[src/rtl/uart_pkg.sv]
// Shared constants and receiver state encoding for uart_rx_fc.
// The PARITY state exists only when UART_RX_PARITY_EN is defined.
package uart_pkg;

  localparam int DATA_BITS       = 8;
  localparam int CLK_DIV_DEFAULT = 434;

  typedef enum logic [2:0] {
    IDLE,
    START,
    DATA,
`ifdef UART_RX_PARITY_EN
    PARITY,
`endif
    STOP
  } rx_state_t;

endpackage

[src/rtl/uart_rx_fifo.sv]
// First-word-fall-through receive FIFO; DEPTH must be a power of two.
// A push while full is accepted only when a pop happens in the same cycle.
module uart_rx_fifo
  import uart_pkg::*;
#(
  parameter  int DEPTH = 8,
  localparam int AW    = $clog2(DEPTH)
) (
  input  logic                 clk,
  input  logic                 reset,
  input  logic                 push,
  input  logic                 pop,
  input  logic [DATA_BITS-1:0] din,
  output logic [DATA_BITS-1:0] dout,
  output logic                 full,
  output logic                 empty,
  output logic [AW:0]          count
);

  logic [DATA_BITS-1:0] r_mem [DEPTH];
  logic [AW-1:0]        r_wr_ptr;
  logic [AW-1:0]        r_rd_ptr;
  logic [AW:0]          r_count;
  logic                 w_do_push;
  logic                 w_do_pop;

  assign w_do_pop  = pop && !empty;
  assign w_do_push = push && (!full || w_do_pop);

  always_ff @(posedge clk or posedge reset) begin
    if (reset) begin
      for (int i = 0; i < DEPTH; i++) r_mem[i] <= '0;
      r_wr_ptr <= '0;
      r_rd_ptr <= '0;
      r_count  <= '0;
    end else begin
      if (w_do_push) begin
        r_mem[r_wr_ptr] <= din;
        r_wr_ptr        <= r_wr_ptr + 1'b1;
      end
      if (w_do_pop) r_rd_ptr <= r_rd_ptr + 1'b1;
      if (w_do_push && !w_do_pop)      r_count <= r_count + 1'b1;
      else if (!w_do_push && w_do_pop) r_count <= r_count - 1'b1;
    end
  end

  assign dout  = r_mem[r_rd_ptr];
  assign full  = (r_count == (AW+1)'(DEPTH));
  assign empty = (r_count == '0);
  assign count = r_count;

endmodule

[src/rtl/uart_rx_fc.sv]
// UART receiver (8N1) with FWFT receive FIFO and RTS flow control with hysteresis.
// Define UART_RX_PARITY_EN for 8E1 framing and the o_parity_err pulse.
module uart_rx_fc
  import uart_pkg::*;
#(
  parameter int CLK_DIV    = CLK_DIV_DEFAULT,
  parameter int FIFO_DEPTH = 8
) (
  input  logic                 clk,
  input  logic                 reset,
  input  logic                 i_uart_rx,
  output logic                 o_uart_rts_n,
  output logic [DATA_BITS-1:0] o_data,
  output logic                 o_valid,
  input  logic                 i_ready,
  output logic                 o_frame_err,
`ifdef UART_RX_PARITY_EN
  output logic                 o_parity_err,
`endif
  output logic                 o_overrun
);

  localparam int               CNT_W    = (CLK_DIV > 1) ? $clog2(CLK_DIV) : 1;
  localparam int               CW       = $clog2(FIFO_DEPTH) + 1;
  localparam logic [CNT_W-1:0] HALF_BIT = CNT_W'(CLK_DIV / 2 - 1);
  localparam logic [CNT_W-1:0] FULL_BIT = CNT_W'(CLK_DIV - 1);
  localparam logic [CNT_W-1:0] CNT_ONE  = CNT_W'(1);
  localparam logic [CW-1:0]    RTS_ON   = CW'(FIFO_DEPTH - 2);
  localparam logic [CW-1:0]    RTS_OFF  = CW'(FIFO_DEPTH / 2);
  localparam logic [2:0]       LAST_IDX = 3'(DATA_BITS - 1);

  logic                 r_sync1, r_sync2, r_rx_d;
  rx_state_t            r_state, w_state_nxt;
  logic [CNT_W-1:0]     r_cnt, w_cnt_nxt;
  logic [2:0]           r_idx, w_idx_nxt;
  logic [DATA_BITS-1:0] r_shift, w_shift_nxt;
  logic                 r_brk, w_brk_nxt;
  logic                 w_rx, w_fall, w_expired;
  logic                 w_push, w_ferr, w_pop, w_full, w_empty;
  logic [CW-1:0]        w_count;
  logic                 r_rts_n, r_frame_err, r_overrun;
`ifdef UART_RX_PARITY_EN
  logic                 r_par_bad, w_par_bad_nxt, w_perr, r_parity_err;
`endif

  // Third flop only provides the previous synchronized level for edge detection.
  always_ff @(posedge clk or posedge reset) begin
    if (reset) begin
      r_sync1 <= 1'b1;
      r_sync2 <= 1'b1;
      r_rx_d  <= 1'b1;
    end else begin
      r_sync1 <= i_uart_rx;
      r_sync2 <= r_sync1;
      r_rx_d  <= r_sync2;
    end
  end

  assign w_rx      = r_sync2;
  assign w_fall    = r_rx_d && !r_sync2;
  assign w_expired = (r_cnt == '0);

  always_comb begin
    w_state_nxt = r_state;
    w_cnt_nxt   = r_cnt;
    w_idx_nxt   = r_idx;
    w_shift_nxt = r_shift;
    w_brk_nxt   = r_brk;
    w_push      = 1'b0;
    w_ferr      = 1'b0;
`ifdef UART_RX_PARITY_EN
    w_par_bad_nxt = r_par_bad;
    w_perr        = 1'b0;
`endif
    case (r_state)
      IDLE: begin
        if (w_fall) begin
          w_state_nxt = START;
          w_cnt_nxt   = HALF_BIT;
        end
      end
      START: begin
        if (!w_expired) begin
          w_cnt_nxt = r_cnt - CNT_ONE;
        end else if (!w_rx) begin
          w_state_nxt = DATA;
          w_cnt_nxt   = FULL_BIT;
          w_idx_nxt   = '0;
        end else begin
          w_state_nxt = IDLE;
        end
      end
      DATA: begin
        if (!w_expired) begin
          w_cnt_nxt = r_cnt - CNT_ONE;
        end else begin
          w_shift_nxt = {w_rx, r_shift[DATA_BITS-1:1]};
          w_cnt_nxt   = FULL_BIT;
          w_idx_nxt   = r_idx + 3'd1;
          if (r_idx == LAST_IDX) begin
`ifdef UART_RX_PARITY_EN
            w_state_nxt = PARITY;
`else
            w_state_nxt = STOP;
`endif
          end
        end
      end
`ifdef UART_RX_PARITY_EN
      PARITY: begin
        if (!w_expired) begin
          w_cnt_nxt = r_cnt - CNT_ONE;
        end else begin
          w_par_bad_nxt = (^r_shift) ^ w_rx;
          w_cnt_nxt     = FULL_BIT;
          w_state_nxt   = STOP;
        end
      end
`endif
      STOP: begin
        // After a framing error, hold here until the line is idle again.
        if (r_brk) begin
          if (w_rx) begin
            w_state_nxt = IDLE;
            w_brk_nxt   = 1'b0;
          end
        end else if (!w_expired) begin
          w_cnt_nxt = r_cnt - CNT_ONE;
        end else if (!w_rx) begin
          w_ferr    = 1'b1;
          w_brk_nxt = 1'b1;
        end else begin
`ifdef UART_RX_PARITY_EN
          if (r_par_bad) w_perr = 1'b1;
          else           w_push = 1'b1;
`else
          w_push = 1'b1;
`endif
          w_state_nxt = IDLE;
        end
      end
      default: w_state_nxt = IDLE;
    endcase
  end

  always_ff @(posedge clk or posedge reset) begin
    if (reset) begin
      r_state <= IDLE;
      r_cnt   <= '0;
      r_idx   <= '0;
      r_shift <= '0;
      r_brk   <= 1'b0;
`ifdef UART_RX_PARITY_EN
      r_par_bad <= 1'b0;
`endif
    end else begin
      r_state <= w_state_nxt;
      r_cnt   <= w_cnt_nxt;
      r_idx   <= w_idx_nxt;
      r_shift <= w_shift_nxt;
      r_brk   <= w_brk_nxt;
`ifdef UART_RX_PARITY_EN
      r_par_bad <= w_par_bad_nxt;
`endif
    end
  end

  assign w_pop = !w_empty && i_ready;

  uart_rx_fifo #(.DEPTH(FIFO_DEPTH)) u_fifo (
    .clk   (clk),
    .reset (reset),
    .push  (w_push),
    .pop   (w_pop),
    .din   (r_shift),
    .dout  (o_data),
    .full  (w_full),
    .empty (w_empty),
    .count (w_count)
  );

  always_ff @(posedge clk or posedge reset) begin
    if (reset) begin
      r_rts_n     <= 1'b1;
      r_frame_err <= 1'b0;
      r_overrun   <= 1'b0;
`ifdef UART_RX_PARITY_EN
      r_parity_err <= 1'b0;
`endif
    end else begin
      if (w_count >= RTS_ON)       r_rts_n <= 1'b1;
      else if (w_count <= RTS_OFF) r_rts_n <= 1'b0;
      r_frame_err <= w_ferr;
      r_overrun   <= w_push && w_full && !w_pop;
`ifdef UART_RX_PARITY_EN
      r_parity_err <= w_perr;
`endif
    end
  end

  assign o_valid      = !w_empty;
  assign o_uart_rts_n = r_rts_n;
  assign o_frame_err  = r_frame_err;
  assign o_overrun    = r_overrun;
`ifdef UART_RX_PARITY_EN
  assign o_parity_err = r_parity_err;
`endif

endmodule
[config.mk]
export PLATFORM = sky130hd
export DESIGN_NAME = uart_rx_fc
export DESIGN_NICKNAME = d
export VERILOG_FILES = /design/src/rtl/uart_pkg.sv /design/src/rtl/uart_rx_fifo.sv /design/src/rtl/uart_rx_fc.sv
export SDC_FILE = /design/constraint.sdc
export NUM_CORES = 1
export LEC_CHECK = 0
export CORE_AREA = 2 2 97 99
export DETAILED_ROUTE_END_ITERATION = 10
export DIE_AREA = 0 0 99 101
export GPL_ROUTABILITY_DRIVEN = 0
export PLACE_DENSITY = 0.74
export SLEW_MARGIN = 20
export SYNTH_ARGS = -nofsm -noshare
export SYNTH_HDL_FRONTEND = slang
export SYNTH_SLANG_ARGS = --single-unit
[constraint.sdc]
create_clock -name clk -period 10.05 [get_ports clk]
set_clock_uncertainty 0.05 [all_clocks]
set_input_delay 1.5075 -clock clk [delete_from_list [all_inputs] [get_ports clk]]
set_output_delay 1.5075 -clock clk [all_outputs]
set_load 0.02 [all_outputs]
==> results.md <==
* Status: finished, final reports clean
* Final hold violations at 0
* R2r setup slk at roughly 6.6 ns
* Final Cycle Share at 41.48%
* CTS resizes at 0
* Synth-to-layout area growth at 7.901%
* WP data arrival at roughly 2.6 ns
* Final setup margin at around 6 ns
* Chip Width at about 99 µm
* F_max at 0.2399 GHz
* Root Driver: clkbuf_8
* Grt total ovfl at 0
* Setup crit start kind: flip-flop
* CTS sink cnt at 103
* H-tree depth at 3
* Post-CTS Setup Bufs at 0
* Initial antenna violation count at 0
* Minimum clock period after layout at 4.168 ns
* R2r startpoint: r_cnt[0]$_DFFE_PP0P_
* Nets at ~400
* Worst Tran Pin Value at roughly 0.9 ns
* P_leak at about 2.6 nW
* Die area at 0.009999 mm²
* Crit-path max FO at 18
* Vias/cell at approximately 6
* DRT iter0 DRCs at 150
* Setup TNS at 0 ns
* Synth Area per Inst at 13.76 µm²
* RSZ-0062 raised after global routing: false
* Dpl hpwl at 5994 µm
* Reg2reg end: u_fifo.count[3]$_DFFE_PP0P_
* CTS buffer count at 9
* Synth Flop Type: dfrtp_1
* Pre-CTS WS at 5.792 ns
* FP Rows at 35
* Routed Antenna Nets at 0
* Max Buffers Root-to-Sink at 2
* WP depth at 3
* Largest net degree at the start of global routing at 76
* Most frequent cells in the layout: dfrtp_1, mux2_2, mux4_2
* CP Data Required Time at about 8.5 ns
* Commonest non-fill, non-tap cell in the layout: dfrtp_1
* Max-capacitance violation count at 0
* Worst-Skew Late Latency at ~0.37 ns
* Initial Util at 56.10%
* Gr usage total at 19.84%
* Max IR drop VDD at 0.1276 mV
* Critical path class: flip-flop to primary output
* Worst Setup SP: u_fifo.r_rd_ptr[1]$_DFFE_PP0P_
* Post-synth top area share at 49.19%
* Critical Path End Type: primary output
* Buf/Inv on CP at 1
* FF-to-FF path depth at 13
* Sequential share of the synthesized area at 51.28%
* DRC violations left at 0
* Worst rel slew slack at 38.54%
* Die Y-Extent at 101 µm
* Kind of cell adding the most delay to the critical path: flip-flops
* Ranking of synthesized cells by area: dfrtp_1, mux2_2, mux4_2, ha_1, mux2_4
* Drt wl/cell at 18.72 µm
* Hold buffer count at cts at 0
* Post-Syn Nets at ~390
* Pins over their slew limit at 0
* HP Class: flip-flop to flip-flop
* Worst path max stage delay at about 0.96 ns
* Netlist cell types at 56
* I/O Buffers at 15
* Clk slew on worst S/H paths at 0.10 ns
* PwrDens at roughly 210 mW/mm²
* Final setup vio count at 0
* Post-Syn Area at 0.005036 mm²
* Number of fill cells at 701
* Vias in the first global route at 3007
* Routed via count at between 2000 and 3000
* Share of cells above drive strength 1 at 34.56%
* CTS tree: done
* Yosys warns at 0
* TritonRoute pass-1 iters at 4
* EDFF count, synth at 0
* Cells after Synth at 366
* Global-route wire length before repair at 15320 µm
* Final wirelength at approximately 9200 µm
* Crit path to: o_data[7]
* Cell taking the most area after synthesis: dfrtp_1
* Area of the core at 0.008977 mm²
* Critical path's slowest cell: dfrtp_1
* Async SR Flop Fraction at between 90% and 100%
* Ports at 16
* Diode count at 0
* Seq cells post-synth at 103
* Crit-path cells: mux4_2 > mux2_2 > clkdlybuf4s50_1
-- worst min-delay path by stage --
stage          slack, ns  depth (start not counted)         startpoint           endpoint
4_1_cts             0.32                          0  r_sync1$_DFF_PP1_  r_sync2$_DFF_PP1_
3_3_place_gp        0.30                          0  r_sync1$_DFF_PP1_  r_sync2$_DFF_PP1_
3_5_place_dp        0.31                          0  r_sync1$_DFF_PP1_  r_sync2$_DFF_PP1_
2_1_floorplan       0.30                          0  r_sync1$_DFF_PP1_  r_sync2$_DFF_PP1_
5_1_grt             0.32                          0  r_sync1$_DFF_PP1_  r_sync2$_DFF_PP1_
6_report            0.32                          0  r_sync1$_DFF_PP1_  r_sync2$_DFF_PP1_
-- per-stage QoR --
step                power (mW)  utilization (%)  instances  hold slack (ns)  area [µm²]
floorplan               0.8311                -        366           0.2952        5036
global placement        0.9051            58.54        474           0.2962        5255
detailed placement      0.9189            58.54        474           0.3053        5255
CTS                      1.164            60.53        490           0.3210        5434
global route             1.233            60.53        490           0.3228        5434
finish                   1.158            60.53        490           0.3188        5434
-- flip-flops by register name, summed over array words and instances (netlist names), 2 cells and up --
signal and flops:
r_state 2, u_fifo.r_mem 64, u_fifo.r_wr_ptr 3, r_shift 8, r_idx 3, u_fifo.r_rd_ptr 3
r_cnt 9, u_fifo.count 4
-- Yosys cell counts, drive strengths merged, types with 4 or more instances --
cell	n
dfrtp	99
mux2	83
mux4	16
nand2	15
ha	14
inv	13
buf	12
a21oi	10
nor2	9
o21ai	9
clkbuf	8
nor3	6
nor3b	6
xnor2	6
a21o	5
dfstp	4
-- cell families (layout without fill, tap and decap cells) --
group,after synthesis,count (layout),synth area share (%)
AO/OA/AOI/OAI,50,50,6.783
XOR/XNOR,8,8,1.391
buffers and inverters,33,46,2.708
flip-flops,103,103,51.28
adder cells (fa/ha/maj),15,15,3.876
AND/OR/NAND/NOR,58,58,7.652
multiplexers,99,99,26.31
-- cell type report --
type                       instances  area, µm²  share of cell area, %
clock inverter                     7      55.05                  1.013
sequential                       103       2582                  47.52
timing repair buffer              17      165.2                  3.039
multi-input combinational        230       2317                  42.64
clock buffer                       9      123.9                  2.280
tap                              111      138.9                  2.556
inverter                          13      51.30                 0.9440
-- metal layers --
layer  share of wire, %  global-route usage [%]  wire [µm]
met1                 46                   27.39       4219
met4                1.3                   5.901        121
met3                3.3                   4.022        302
met2                 49                   32.12       4530
met5                  0                       0          0
-- power by group --
part | total (mW) | switching [mW] | internal, mW
registers | 0.552 | 0.0892 | 0.463
logic | 0.362 | 0.195 | 0.168
clock network | 0.244 | 0.150 | 0.0933
total | 1.16 | 0.434 | 0.724
Note: power is estimated with default switching activity, not from simulation.
